--- src/rtl/pwm_bank.sv ---
// Bank of independent PWM channels, each with a prescaler and a double-buffered config.
// Optional output polarity control is enabled by defining PWM_BANK_POLARITY_EN.
module pwm_bank #(
  parameter int NUM_CH = 2,
  parameter int CNT_W  = 16,
  parameter int DIV_W  = 8,
  parameter int CH_W   = (NUM_CH > 1) ? $clog2(NUM_CH) : 1
) (
  input  logic              clock,
  input  logic              reset,
  input  logic              cfg_we,
  input  logic [CH_W-1:0]   cfg_ch,
  input  logic [CNT_W-1:0]  cfg_high,
  input  logic [CNT_W-1:0]  cfg_period,
  input  logic [DIV_W-1:0]  cfg_div,
`ifdef PWM_BANK_POLARITY_EN
  input  logic              cfg_pol,
`endif
  output logic [NUM_CH-1:0] pwm_out,
  output logic [NUM_CH-1:0] period_done
);

  for (genvar i = 0; i < NUM_CH; i++) begin : g_ch
    localparam logic [CH_W-1:0] IDX = CH_W'(i);

    logic [CNT_W-1:0] pend_high, pend_period, act_high, act_period, cnt;
    logic [DIV_W-1:0] pend_div, act_div, pc;
    logic             done_q;
    logic             sel, running, tick, wrap, raw;
`ifdef PWM_BANK_POLARITY_EN
    logic             pend_pol, act_pol;
`endif

    // Out-of-range channel numbers never match any IDX, so those writes are dropped.
    assign sel     = cfg_we && (cfg_ch == IDX);
    assign running = (act_div != '0);
    assign tick    = running && (pc == act_div - DIV_W'(1));
    assign wrap    = tick && (cnt == act_period);

    always_ff @(posedge clock or posedge reset) begin
      if (reset) begin
        pend_high   <= '0;
        pend_period <= '0;
        pend_div    <= '0;
        act_high    <= '0;
        act_period  <= '0;
        act_div     <= '0;
        pc          <= '0;
        cnt         <= '0;
        done_q      <= 1'b0;
      end else begin
        if (sel) begin
          pend_high   <= cfg_high;
          pend_period <= cfg_period;
          pend_div    <= cfg_div;
        end
        if (!running) begin
          act_high   <= pend_high;
          act_period <= pend_period;
          act_div    <= pend_div;
          pc         <= '0;
          cnt        <= '0;
          done_q     <= 1'b0;
        end else begin
          done_q <= wrap;
          if (tick) begin
            pc <= '0;
            if (wrap) begin
              cnt <= '0;
              // A write landing on the wrap edge bypasses pending so it is not lost.
              act_high   <= sel ? cfg_high   : pend_high;
              act_period <= sel ? cfg_period : pend_period;
              act_div    <= sel ? cfg_div    : pend_div;
            end else begin
              cnt <= cnt + CNT_W'(1);
            end
          end else begin
            pc <= pc + DIV_W'(1);
          end
        end
      end
    end

`ifdef PWM_BANK_POLARITY_EN
    always_ff @(posedge clock or posedge reset) begin
      if (reset) begin
        pend_pol <= 1'b0;
        act_pol  <= 1'b0;
      end else begin
        if (sel) pend_pol <= cfg_pol;
        if (!running) act_pol <= pend_pol;
        else if (wrap) act_pol <= sel ? cfg_pol : pend_pol;
      end
    end
`endif

    assign raw = running && (cnt < act_high);

`ifdef PWM_BANK_POLARITY_EN
    assign pwm_out[i] = act_pol ? ~raw : raw;
`else
    assign pwm_out[i] = raw;
`endif
    assign period_done[i] = done_q;
  end

endmodule

--- config.mk ---
export PLATFORM = sky130hd
export DESIGN_NAME = pwm_bank
export DESIGN_NICKNAME = d
export VERILOG_FILES = /design/src/rtl/pwm_bank.sv
export SDC_FILE = /design/constraint.sdc
export NUM_CORES = 1
export LEC_CHECK = 0
export ABC_AREA = 1
export BUFFER_PORTS_ARGS = -buffer_cell sky130_fd_sc_hd__buf_2
export CORE_ASPECT_RATIO = 1.75
export CORE_UTILIZATION = 56
export CTS_CLUSTER_SIZE = 24
export DETAILED_ROUTE_END_ITERATION = 6
export PLACE_DENSITY = 0.73
export SETUP_SLACK_MARGIN = 0.4
export SLEW_MARGIN = 5
export SYNTH_ARGS = -nofsm -noshare
export SYNTH_HDL_FRONTEND = slang
export SYNTH_SLANG_ARGS = --single-unit
--- constraint.sdc ---
create_clock -name clock -period 7.9 [get_ports clock]
set_input_delay 1.58 -clock clock [delete_from_list [all_inputs] [get_ports clock]]
set_output_delay 1.58 -clock clock [all_outputs]
set_load 0.05 [all_outputs]
======== Yosys cells after proc, flatten, opt, wreduce, memory -nomap -nowiden ========
Cells that the tools add are included.
storage, ports and cells
  output and inout bits ................... 4
  bits in registers ....................... 210
  memory bits (read-only) ................. 0
  bits in writable memories ............... 0
  bits in latches ......................... 0
  word-level logic and storage cells ...... 83
  memories kept ........................... 0
operators by class
  multipliers ............................. 0
  shift-type cells ........................ 0
  multiplexer cells ....................... 36
  equality and inequality tests ........... 8
  add/subtract/negate cells ............... 6
  $lt $le $gt $ge ......................... 2
  reduce and logical (&&, ||, !) cells .... 12
  bitwise operators ....................... 1
  divide/modulo/power cells ............... 0
operators by type and width
  kind                     count
  $mux W16                 22
  $mux W8                  12
  $add A16 B1 Y16 const B  2
  $eq A16 B16 Y1           2
  $lt A16 B16 Y1           2
  $add A8 B1 Y8 const B    2
  $eq A8 B8 Y1             2
  $reduce_bool A8 Y1       2
  $sub A8 B1 Y8 const B    2
  $logic_and A1 B1 Y1      8
  $ne A2 B1 Y1 const B     4
  $reduce_and A2 Y1        2
  $mux W1                  2
  $not A1 Y1               1

======== Depth between registers and ports, before layout ========
  depth in word-level cells ............... 7
  mapped depth ............................ 15
  mapped depth without buffers ............ 14

======== Least setup slack after synthesis ========
Ideal clock, no wire load.
  kind .................................... register to output
  from .................................... register g_ch[1].act_div[0]
  to ...................................... output port pwm_out[1]
  arrival ................................. 1635 ps
  path slack .............................. 4685 ps
  data required time ...................... 6320 ps
  stages on the path, launching flop included .. 9
  path through ............................ dfrtp_1 inv_1 ha_1 nor3b_1 nand2_2 inv_1 buf_1 nor2_1 buf_4
on the way
  word-level cells in the longest chain between the ends .. 2
ends and longest elaborated chain
  element                 RTL line  text
  from (decl)             27        logic [DIV_W-1:0] pend_div, act_div, pc;
  from (signal assigned)  60        act_div <= pend_div;
  from (signal assigned)  73        act_div <= sel ? cfg_div : pend_div;
  $reduce_bool A8 Y1      36        assign running = (act_div != '0);
  $logic_and A1 B1 Y1     97        assign raw = running && (cnt < act_high);
  to (decl)               19        output logic [NUM_CH-1:0] pwm_out,
No other way between the ends.

======== Final worst setup path ========
Same ends and word-level chain as after synthesis.

==> metrics.md <==
| Metric | Value |
|---|---|
| Run status | `complete, no violations` |
| Adder-cell area share of the yosys netlist | `0.03911` |
| Gpl congestion | `0.9288` |
| Post-synth top area share | `0.4323` |
| Max IR drop VDD | `185.8 uV` |
| Ys flop type | `dfrtp_1` |
| CP endpoint kind | `output port` |
| First-pass GRT wire length | `50.60 mm` |
| Worst hold path depth | `2` |
| Grt ovf | `0` |
| Largest net degree at the start of global routing | `88` |
| Placed wire-length estimate | `22.03 mm` |
| Worst clock skew | `19.21 ps` |
| Synth Register Bits | `210` |
| Final layout net count | `1,838` |
| Placed cell areas | `12,540 um^2` |
| Final core utilization | `0.6178` |
| Rows | `71` |
| Area growth, synth to finish | `8.822%` |
| Vias in the first global route | `10.35k` |
| # hold bufs at CTS | `0` |
| Crit Path Class | `flip-flop to output port` |
| Mapped Area | `12,160 um^2` |
| Slew Viols, Final | `0` |
| Critical Path RT | `6320 ps` |
| Tmin final | `4218 ps` |
| CTS tree | `done` |
| Die Y | `196.9 um` |
| Leak | `7.441 nW` |
| Clk buf depth | `3` |
| H-tree lvl count | `1` |
| Clk root buf | `clkbuf_16` |
| Clock sink total | `210` |
| Hold Violations, Final | `0` |
| Register area share after synthesis | `0.4323` |
| Post-Synth Simple-Gate Area | `0.3510` |
| ANT cells | `0` |
| Worst-skew pair later-pin latency | `520 ps` |
| DRC | `0` |
| Setup Total Neg Slack | `0 ps` |
| PnR worst setup slack | `3682 ps` |
| Worst slew pin tran | `894.6 ps` |
| Max-Cap Viols | `0` |
| DR WL/cell | `14.82 um` |
| Count leader, synth | `nand2_1` |
| Starting Density | `0.5678` |
| Relative slew margins | `0.4036` |
| Critical path peak fanout | `42` |
| Multiplexer share of the synthesized area | `0` |
| RSZ-0062 raised after global routing | `no` |
| Fin crit share | `0.5339` |
| Die Width | `113.4 um` |
| Non-filler cells, final | `2,064` |
| Max frequency | `237.1 MHz` |
| Share of cells above drive strength 1 | `0.05982` |
| TritonCTS Buffers | `22` |
| Reg clk slew, reported paths | `60 ps` |
| Synth Area in Compound Gates | `0.04951` |
| Post-synth EDFFs | `0` |
| Cell count after synthesis | `1,750` |
| R2R cell count | `12` |
| Mapped Avg Cell Area | `6.946 um^2` |
| Data arrival, critical path | `2640 ps` |
| Filler Cell Count | `2,014` |
| Yosys cell types | `29` |
| Startpoint types | `flip-flop` |
| Power per cell area | `174.9 nW/um^2` |
| Design area | `13,230 um^2` |
| Placed insts | `2,024` |
| I/O pin total | `48` |
| Syn_nets | `1,832` |
| Post-CTS resize count | `0` |
| Gr usage total | `0.2868` |
| Initial DRT Pass Iterations | `5` |
| Largest family of logic cells by synthesized area | `simple AND/OR/NAND/NOR gates` |
| Initial antenna violation count | `0` |
| IO Port Bufs | `47` |
| Area leader, netlist | `dfrtp_1` |
| Vias per cell | `5.166` |
| Ys async rst share | `1.000` |
| Core Area | `21,410 um^2` |
| Full die area | `22,320 um^2` |
| Initial DRC Count | `608` |
| Dpl ws | `3897 ps` |
| Post-synth top cells | `764 x nand2_1, 210 x dfrtp_1, 193 x inv_1, 120 x nand3_1, 99 x nor2_1` |
| # Post-CTS Setup Buffers | `0` |
| Synth top area cells | `dfrtp_1 43%, nand2_1 24%, inv_1 6.0%` |
| Final WL | `30.60 mm` |
| Path type of the worst min-delay path | `flip-flop to flip-flop` |
| Final setup viols | `0` |
| Xor-xnor portion of the synthesized cell area | `0.04035` |
| Post-DRT Antenna Nets | `0` |
| YS warnings | `0` |
| Vias | `10.66k` |
==> path summary, 6_finish.rpt <==
path	endpoint	start	slack [ps]
setup / recovery	pwm_out[1]	g_ch[1].act_div[0]	3680
setup reg to reg	g_ch[0].act_high[10]	g_ch[0].act_div[0]	3820
hold / removal	g_ch[0].act_high[1]	g_ch[0].act_high[1]	510
min in group asynchronous	g_ch[1].pc[6]	reset	1110
max in group asynchronous	g_ch[0].pc[3]	reset	5490
hold reg to reg	g_ch[0].act_high[1]	g_ch[0].act_high[1]	510
==> per-layer routing <==
layer / global-route usage / vias up / routed length [um]
li1: - / 5432 / -
met4: 0.1072 / 0 / 1037
met3: 0.03198 / 74 / 967
met1: 0.3239 / 4962 / 11980
met2: 0.5458 / 195 / 16610
met5: 0 / - / 0
==> placed cells by master, fill, tap and decap left out, drive strengths merged <==
cell type	instances
a31oi	1
nor2b	1
nor3b	2
nand2	767
xnor2	17
o21ai	97
clkinv	4
buf	59
nand2b	1
clkinvlp	3
and2	2
nand3	121
nor2	99
ha	38
a21oi	19
nor3	20
xor2	39
and3	1
dfrtp	210
clkbuf	32
nand3b	1
inv	198
nand4	39
o21bai	1
==> cells by family (layout without fill, tap and decap cells) <==
kind of cell	after synthesis	after routing
simple gates	1054	1054
compound gates	118	118
flops	210	210
buf+inv	274	296
xor+xnor	56	56
fa+ha+maj	38	38
==> stage by stage <==
step | total power, mW | hold WS [ps]
floorplan | 1.281 | 473.0
finish | 2.314 | 507.1
detailed placement | 1.336 | 493.9
CTS | 2.336 | 510.9
global route | 2.402 | 527.8
global placement | 1.331 | 490.0
==> where the power goes <==
| part | leakage [nW] | internal (mW) | switching, mW |
|---|---|---|---|
| clock network | 0.333 | 0.565 | 0.434 |
| logic | 4.75 | 0.0517 | 0.110 |
| registers | 2.36 | 1.13 | 0.0258 |
==> sequential cells by signal (all words and copies together) (netlist names) <==
| name | cells |
|---|---|
| g_ch.pc | 16 |
| g_ch.pend_high | 32 |
| g_ch.done_q | 2 |
| g_ch.act_period | 32 |
| g_ch.pend_div | 16 |
| g_ch.act_high | 32 |
| g_ch.act_div | 16 |
| g_ch.cnt | 32 |
| g_ch.pend_period | 32 |
==> layout make-up <==
type                    count  area (um^2)  share of cell area
flip-flops and latches    210         5255              0.3973
inverters                 197        747.0             0.05647
repair buffers             59        325.3             0.02459
well taps                 292        365.4             0.02762
multi-input cells        1266         5844              0.4418
clock buffers              32        639.4             0.04834
clock inverters             8        51.30            0.003878
==> worst max-delay path: stages (launching register included) <==
cell and delay (ps):
dfrtp_1 400, inv_1 120, ha_1 150, nor3b_1 330, nand2_4 240, inv_1 110, buf_4 400, nor2_1 120
buf_2 230
Note: power is estimated with default switching activity, not from simulation.
